==> src/rtl/baud_pkg.sv <==
// Shared defaults and divide/increment helpers for the UART baud tick generator.
package baud_pkg;

  localparam int unsigned DEF_CLK_FREQ  = 100_000_000;
  localparam int unsigned DEF_BAUD_RATE = 9600;
  localparam int unsigned ACC_W         = 32;

  // Rounded integer divide ratio; a zero rate yields 0 so the caller can flag it.
  function automatic int unsigned calc_div(input int unsigned clk_freq,
                                           input int unsigned baud_rate);
    if (baud_rate == 0) return 0;
    return (clk_freq + baud_rate / 2) / baud_rate;
  endfunction

  // round(baud_rate * 2^ACC_W / clk_freq), computed in 64 bits to avoid overflow.
  function automatic logic [ACC_W-1:0] calc_inc(input int unsigned clk_freq,
                                                input int unsigned baud_rate);
    longint unsigned num;
    if (clk_freq == 0) return '0;
    num = (64'(baud_rate) << ACC_W) + 64'(clk_freq / 2);
    return ACC_W'(num / 64'(clk_freq));
  endfunction

endpackage

==> src/rtl/baud_unit.sv <==
// Baud-rate strobe generator: one-cycle baud pulse every DIV clocks.
// Define BAUD_UNIT_FRAC_EN to replace the divider with a 32-bit phase accumulator.
module baud_unit
  import baud_pkg::*;
#(
  parameter int unsigned CLK_FREQ  = DEF_CLK_FREQ,
  parameter int unsigned BAUD_RATE = DEF_BAUD_RATE
) (
  input  logic clk,
  input  logic reset,
  output logic baud
);

  localparam int unsigned DIV = calc_div(CLK_FREQ, BAUD_RATE);

  if (BAUD_RATE == 0) begin : g_err_zero_rate
    $error("baud_unit: BAUD_RATE must be non-zero");
  end
  if (64'(BAUD_RATE) * 64'd2 > 64'(CLK_FREQ)) begin : g_err_div_small
    $error("baud_unit: divide ratio below 2 (2*BAUD_RATE > CLK_FREQ)");
  end

`ifdef BAUD_UNIT_FRAC_EN

  localparam logic [ACC_W-1:0] INC = calc_inc(CLK_FREQ, BAUD_RATE);

  logic [ACC_W-1:0] acc;
  logic [ACC_W:0]   sum_c;

  assign sum_c = {1'b0, acc} + {1'b0, INC};

  // Carry-out of the phase add is the strobe.
  always_ff @(posedge clk) begin
    if (reset) begin
      acc  <= '0;
      baud <= 1'b0;
    end else begin
      acc  <= sum_c[ACC_W-1:0];
      baud <= sum_c[ACC_W];
    end
  end

`else

  localparam int unsigned CNT_W = (DIV > 1) ? $clog2(DIV) : 1;

  logic [CNT_W-1:0] cnt;

  // Terminal count wraps to zero and fires the strobe on the same edge.
  always_ff @(posedge clk) begin
    if (reset) begin
      cnt  <= '0;
      baud <= 1'b0;
    end else if (cnt == CNT_W'(DIV - 1)) begin
      cnt  <= '0;
      baud <= 1'b1;
    end else begin
      cnt  <= cnt + CNT_W'(1);
      baud <= 1'b0;
    end
  end

`endif

endmodule

==> config.mk <==
export PLATFORM = sky130hd
export DESIGN_NAME = baud_unit
export DESIGN_NICKNAME = d
export VERILOG_FILES = /design/src/rtl/baud_pkg.sv /design/src/rtl/baud_unit.sv
export SDC_FILE = /design/constraint.sdc
export NUM_CORES = 1
export LEC_CHECK = 0
export ABC_CLOCK_PERIOD_IN_PS = 1550
export BUFFER_PORTS_ARGS = -buffer_cell sky130_fd_sc_hd__buf_2
export CORE_MARGIN = 10
export CORE_UTILIZATION = 40
export CTS_CLUSTER_DIAMETER = 40
export DETAILED_ROUTE_END_ITERATION = 8
export GPL_TIMING_DRIVEN = 0
export HOLD_SLACK_MARGIN = 0.05
export PLACE_DENSITY_LB_ADDON = 0.08
export SLEW_MARGIN = 20
export SYNTH_ARGS = -nofsm -noshare
export SYNTH_HDL_FRONTEND = slang
export SYNTH_SLANG_ARGS = --single-unit
==> constraint.sdc <==
create_clock -name clk -period 1.55 [get_ports clk]
set_clock_uncertainty 0.15 [all_clocks]
set_input_delay 0.155 -clock clk [delete_from_list [all_inputs] [get_ports clk]]
set_output_delay 0.155 -clock clk [all_outputs]
set_load 0.01 [all_outputs]
After elaboration in Yosys (flattened, before gate mapping)
Index checks and enable logic that the tools add are counted.
{ "totals": {"ff_bits": 15, "input_bits": 2, "out_inout_bits": 1, "word_cells": 6} }
{ "classes": {"n_addsub": 1, "n_eq_ne": 1, "muxes": 1, "n_reduce_logical": 1} }
{ "ops": {"columns": ["op", "count"], "rows": [
  ["$add 14x1->14 const B", 1],
  ["$eq 14x14->1 const B", 1],
  ["$reduce_or 2->1", 1],
  ["$mux 1", 1]
]} }

Logic depth before layout (Yosys ltp)
Gate-level depths: netlist (run 1).
{ "logic_depth": {"word_depth": 2, "ltp_mapped": 5, "depth_no_buf": 5} }

Worst setup path after synthesis (run 1)
OpenSTA, ideal clock, no wires.
{ "synth_timing": {"path_kind": "register to register", "from": "reg cnt[0]", "to": "reg cnt[12]", "setup_time_ps": 115, "t_arrival_ps": 1157, "required_time_ps": 1285, "path_slack_ps": 128, "stages_incl_launch_ff": 6, "n_path_buf": 0, "period_less_slack_ps": 1422, "cell_sequence": "dfxtp_1 ha_1 nand3_2 nor4_2 xnor2_1 nor2_1"} }
{ "synth_via": {"elab_chain_len": 2, "elab_cells_between_ends": 3, "cone_classes": "add/sub (1); eq/ne (1); reduce/logical (1)"} }
{ "synth_rtl": {"columns": ["element", "line", "text"], "rows": [
  ["start: declaration", "baud_unit.sv:47", "logic [CNT_W-1:0] cnt;"],
  ["start signal: assignment", "baud_unit.sv:58", "cnt <= cnt + CNT_W'(1);"],
  ["branches (longest 2 deep; another with $add 14x1->14)", null, null]
]} }
Parallel ways; which one is timed is not known.
A chain may end at the register's enable or synchronous reset.

Worst setup path in the final report (run 1)
{ "layout_timing": {"from": "reg cnt[4]", "to": "reg cnt[8]"} }
Same word-level chain as after synthesis.

==> results of run 1 <==
per-stage QoR:
stage / cells / util / setup slack, ps / TNS (ps) / total power, W
6_report: 101 / 0.5345 / 54.48 / 0 / 0.0006603
5_1_grt: 101 / 0.5345 / -14.66 / -67.07 / 0.0006943
4_1_cts: 99 / 0.4856 / 22.39 / 0 / 0.0006714
3_5_place_dp: 93 / 0.4559 / -8.543 / -45.67 / 0.0004386
3_3_place_gp: 93 / 0.4559 / -10.38 / -76.80 / 0.0004381
2_1_floorplan: 75 / - / 128.2 / 0 / 0.0004297
metal layers:
layer,GRT usage,share of wire,vias up
met5,0,0,-
met4,0.01954,0.0072,0
li1,-,-,265
met2,0.1006,0.45,6
met1,0.09636,0.49,233
met3,0.04527,0.050,2
layout make-up:
cell class / count / area [um^2]
Fill cell: 145 / 725.7
Multi-Input combinational cell: 53 / 400.4
Sequential cell: 15 / 309.0
Timing Repair Buffer: 6 / 42.54
Clock buffer: 3 / 22.52
Inverter: 6 / 22.52
Tap cell: 16 / 20.02
Buffer: 1 / 11.26
Clock inverter: 1 / 5.005
critical path: stages (launching register included):
cell and delay, ps:
dfxtp_1 410, nand2_1 110, nor4b_2 280, a41o_2 260, buf_6 140, nor2_1 50
power breakdown:
group | internal [W] | switching, W
Combinational | 0.0000168 | 0.0000164
Clock | 0.0000959 | 0.000128
Sequential | 0.000393 | 0.0000102
kinds of logic (layout without fill, tap and decap cells):
logic type / after synthesis / in the layout / share of synthesized area
AND/OR/NAND/NOR: 38 / 38 / 0.3015
XOR/XNOR: 12 / 12 / 0.1544
flip-flops: 15 / 15 / 0.4412
AO/OA/AOI/OAI: 1 / 1 / 0.01654
adder cells (fa/ha/maj): 2 / 2 / 0.03676
buffers and inverters: 7 / 17 / 0.04963
sequential cells by signal (all words and copies together) (netlist names):
name	flops
cnt	14
baud	1
how the worst max path moves through the flow:
stage	end	depth (start not counted)	from	slack [ps]
detailed placement	cnt[12]$_SDFF_PP0_	5	cnt[0]$_SDFF_PP0_	-9
global placement	cnt[11]$_SDFF_PP0_	5	cnt[7]$_SDFF_PP0_	-10
CTS	cnt[13]$_SDFF_PP0_	4	cnt[6]$_SDFF_PP0_	20
global route	cnt[8]$_SDFF_PP0_	5	cnt[4]$_SDFF_PP0_	-10
floorplan	cnt[12]$_SDFF_PP0_	5	cnt[0]$_SDFF_PP0_	130
finish	cnt[8]$_SDFF_PP0_	5	cnt[4]$_SDFF_PP0_	50
cells in the mapped netlist:
master,instances
a41o_2,1
ha_1,2
nand3_2,1
xor2_1,1
nand2_1,3
buf_6,1
nor4_2,2
nor3_1,4
nand3_1,3
nor4b_2,2
xnor2_1,11
nand4_1,3
inv_1,6
dfxtp_1,15
nor2_1,20
what timing repair did:
| item | CTS | global route |
|---|---|---|
| hold endpoints to repair | 1 | 0 |
| setup endpoints to repair | 11 | 14 |
| buffers inserted | 1 | 2 |
| pin swaps | 3 | 2 |
| hold buffers | 1 | 0 |
| gates resized for setup | 1 | 14 |
==> run metrics, run 1 <==
run status complete, no violations; #FFs+latches synth 15; Yosys warning total 0; Post-Syn Area 680.7 um^2; total die area 0.003752 mm^2; placed cell areas 710.7 um^2; Worst Hold Class flop to flop; post-synthesis sequential area ratio 0.4412; All-Layer GR Usage 0.07448; most common cell after layout, fill and taps aside nor2_1; dominant cell type by area after synthesis dfxtp_1; top post-synthesis cells by area dfxtp_1, xnor2_1, nor2_1, nor4b_2, ha_1; CP Max Fanout 10; DRC Markers 0; Via Count 506; relative slew slack 0.8158; register-to-register setup slack 50 ps; final setup fails 0; # IOs 3; min-delay src cnt[0]$_SDFF_PP0_; clock latency on the worst-skew pair 280 ps; Crit. End Element flop; initial drt markers 7; port bufs 2; largest net degree at the start of global routing 11; Reg clk slew, reported paths 90 ps; Max VDD drop 0.6036 mV; actual slew at the worst max-slew pin 274.2 ps; clock buffer depth 2; Root Buffer clkbuf_4; commonest cells after routing, fill and taps aside nor2_1, xnor2_1, dfxtp_1, dfxtp_2, inv_1; PwrDens 792.4 mW/mm^2; hold path cells 1; fmax 668.7 MHz; CTS tree built; Final period util 0.9649; TritonRoute pass-1 iters 3; Cell variety after synth 15; R2R Path Start cnt[4]$_SDFF_PP0_; drt total wl 1244 um; die width 61.25 um; Yosys top cell area share 0.4412; Hold Vio Cnt, Final 0; Hold WS 310.8 ps; Total Nets Final 90; Worst EP arrival 1530 ps; initial antenna violation count 0; Core Footprint 0.001559 mm^2; Synth Instances 75; max-slew violations 0; RR Endpoint cnt[8]$_SDFF_PP0_; Starting Density 0.4366; Syn Area/Cell 9.075 um^2; clock sink count 15; Pleak 0.2903 nW; Min-Delay Endpoint cnt[0]$_SDFF_PP0_; critical path launch point type flop; antenna diode count 0; minimum clock period 1496 ps; CP required 1580 ps; H-tree level count 1; chip height 61.25 um; gp weighted congestion 0.7391; Area growth syn-to-layout 22.43%; dpl hpwl 835.3 um; fin area 833.3 um^2; vias in the first global route 449; FF-to-FF path depth 5; Max Cap Viol 0; FP Rows 14; Final ANT Viol Nets 0; syn_nets 79; wire length of the first global-routing pass 2028 um; grt ovf 0; drt via density 5.010; share of cells above drive strength 1 0.3059; clock buffer count from CTS 3; wire length per cell 12.32 um; critical path class flop to flop
Power figures use the tool's default switching activity.
==> run 2: changes to the inputs <==
--- a/config.mk
+++ b/config.mk
@@ -14,6 +14,7 @@
 export GPL_TIMING_DRIVEN = 0
 export HOLD_SLACK_MARGIN = 0.05
 export PLACE_DENSITY_LB_ADDON = 0.08
+export RECOVER_POWER = 25
 export SLEW_MARGIN = 20
 export SYNTH_ARGS = -nofsm -noshare
 export SYNTH_HDL_FRONTEND = slang
==> run metrics, run 2 (synthesized netlist as in run 1, its figures left out) <==
R2R Path Start cnt[4]$_SDFF_PP0_; Core Footprint 0.001559 mm^2 (unchanged); Total Nets Final 90 (unchanged); wire length of the first global-routing pass 2028 um (unchanged); dpl hpwl 835.3 um (unchanged); Switch Pwr 0.0001545 W (unchanged); Area growth syn-to-layout 22.24%; total die area 0.003752 mm^2 (unchanged); register-to-register setup slack 50 ps (about the same); Regs by FF count cnt: 14 flops, baud: 1 flops; drt total wl 1244 um (unchanged); Root Buffer clkbuf_4; clock sink count 15 (unchanged); clock latency on the worst-skew pair 280 ps (about the same); Reg clk slew, reported paths 90 ps (about the same); TritonRoute pass-1 iters 3 (unchanged); Clk pwr share 0.339 (about the same); run status complete, no violations; chip height 61.25 um (unchanged); setup_tns 0 ps (unchanged); # IOs 3 (unchanged); die width 61.25 um (unchanged); Post-Place Setup Slack -8.543 ps (unchanged); All-Layer GR Usage 0.07448 (unchanged); CP Max Fanout 10 (unchanged); Seq pwr share 0.611 (about the same); Pleak 0.2859 nW (-1.5%); placed cell count 93 (unchanged); Layout fillers 146 (+0.69%); critical path class flop to flop; Final period util 0.9649 (unchanged); initial drt markers 7 (unchanged); H-tree level count 1 (unchanged); clock buffer depth 2 (unchanged); Sw Ratio 0.2340 (unchanged); Starting Density 0.4366 (unchanged); actual slew at the worst max-slew pin 274.2 ps (unchanged); drt via density 5.010 (unchanged); port bufs 2 (unchanged); Final ANT Viol Nets 0 (unchanged); DRC Markers 0 (unchanged); Max VDD drop 0.6036 mV (unchanged); FP Rows 14 (unchanged); CP required 1580 ps (about the same); initial antenna violation count 0 (unchanged); Int Pwr 0.0005058 W (unchanged); Crit. End Element flop; Comb pwr share 0.050 (about the same); Largest register FFs 14 (unchanged); share of cells above drive strength 1 0.2941 (-0.01176); CTS tree built; commonest cells after routing, fill and taps aside nor2_1, xnor2_1, dfxtp_1, dfxtp_2, inv_1; Final Non-Filler Cells 101 (unchanged); min-delay src cnt[0]$_SDFF_PP0_; Via Count 506 (unchanged); final setup fails 0 (unchanged); vias in the first global route 449 (unchanged); antenna diode count 0 (unchanged); max-slew violations 0 (unchanged); minimum clock period 1496 ps (unchanged); PwrDens 793.6 mW/mm^2 (+0.15%); clock buffer count from CTS 3 (unchanged); Worst Slack Setup Final 54.48 ps (unchanged); largest net degree at the start of global routing 11 (unchanged); relative slew slack 0.8158 (unchanged); fmax 668.7 MHz (unchanged); Worst Hold Class flop to flop; most common cell after layout, fill and taps aside nor2_1; Largest Register cnt; Hold Vio Cnt, Final 0 (unchanged); Max Cap Viol 0 (unchanged); wire length per cell 12.32 um (unchanged); Worst EP arrival 1530 ps (about the same); critical path launch point type flop; worst setup path start cnt[4]$_SDFF_PP0_; grt ovf 0 (unchanged); gp weighted congestion 0.7391 (unchanged)
==> run 2: changes by cell type in the layout (fill, tap and decap cells not counted), sizes merged <==
cell / previous run / this run
buf: 6 / 5
clkbuf: 3 / 4
==> run 2: area by class of cell <==
type | count | area, um^2 | area share
Inverter | 6 | 22.52 | 0.02707
Sequential cell | 15 | 309.0 | 0.3714
Clock buffer | 3 | 22.52 | 0.02707
Buffer | 1 | 11.26 | 0.01353
Tap cell | 16 | 20.02 | 0.02406
Timing Repair Buffer | 6 | 41.29 | 0.04962
Multi-Input combinational cell | 53 | 400.4 | 0.4812
Clock inverter | 1 | 5.005 | 0.006015
==> run 2: path summary, 6_finish.rpt <==
| kind | end | cells after the start |
|---|---|---|
| setup / recovery | cnt[8]$_SDFF_PP0_ | 5 |
| hold / removal | cnt[0]$_SDFF_PP0_ | 1 |
| setup reg to reg | cnt[8]$_SDFF_PP0_ | 5 |
| hold reg to reg | cnt[0]$_SDFF_PP0_ | 1 |
==> run 2: power by group through the flow <==
stage	logic, W	clock network, W	registers (W)
4_1_cts	0.0000329	0.000238	0.000401
3_5_place_dp	0.0000288	0	0.000410
5_1_grt	0.0000374	0.000251	0.000406
3_3_place_gp	0.0000284	0	0.000410
2_1_floorplan	0.0000222	0	0.000407
6_report	0.0000332	0.000224	0.000403
==> run 2: per-layer routing <==
layer	up-vias	part of all wire	GRT usage	routed length (um)
met5	-	0	0	0
met4	0	0.0072	0.01954	9
met3	2	0.050	0.04527	62
met2	6	0.45	0.1006	563
met1	233	0.49	0.09636	609
li1	265	-	-	-
==> run 2: critical path: stages, from the launching register on <==
cell	delay, ps
dfxtp_1	410
nand2_1	110
nor4b_2	280
a41o_2	260
buf_6	140
nor2_1	50
==> run 2: per-stage QoR <==
stage / area, um^2 / utilization / hold WS [ps] / power (W)
after global placement: 710.7 / 0.4559 / 183.3 / 0.0004381
after global routing: 832.0 / 0.5337 / 346.7 / 0.0006943
after floorplan: 680.7 / - / 77.38 / 0.0004297
after CTS: 757.0 / 0.4856 / 312.4 / 0.0006714
final: 832.0 / 0.5337 / 310.8 / 0.0006603
after detailed placement: 710.7 / 0.4559 / 187.1 / 0.0004386
==> run 2: repair_timing <==
item	4_1_cts	5_1_grt
gates resized for setup	1	14
hold buffers	1	0
setup buffers	1	2
endpoints found under the setup margin	11	14
endpoints found under the hold margin	1	0
pin swaps	3	2
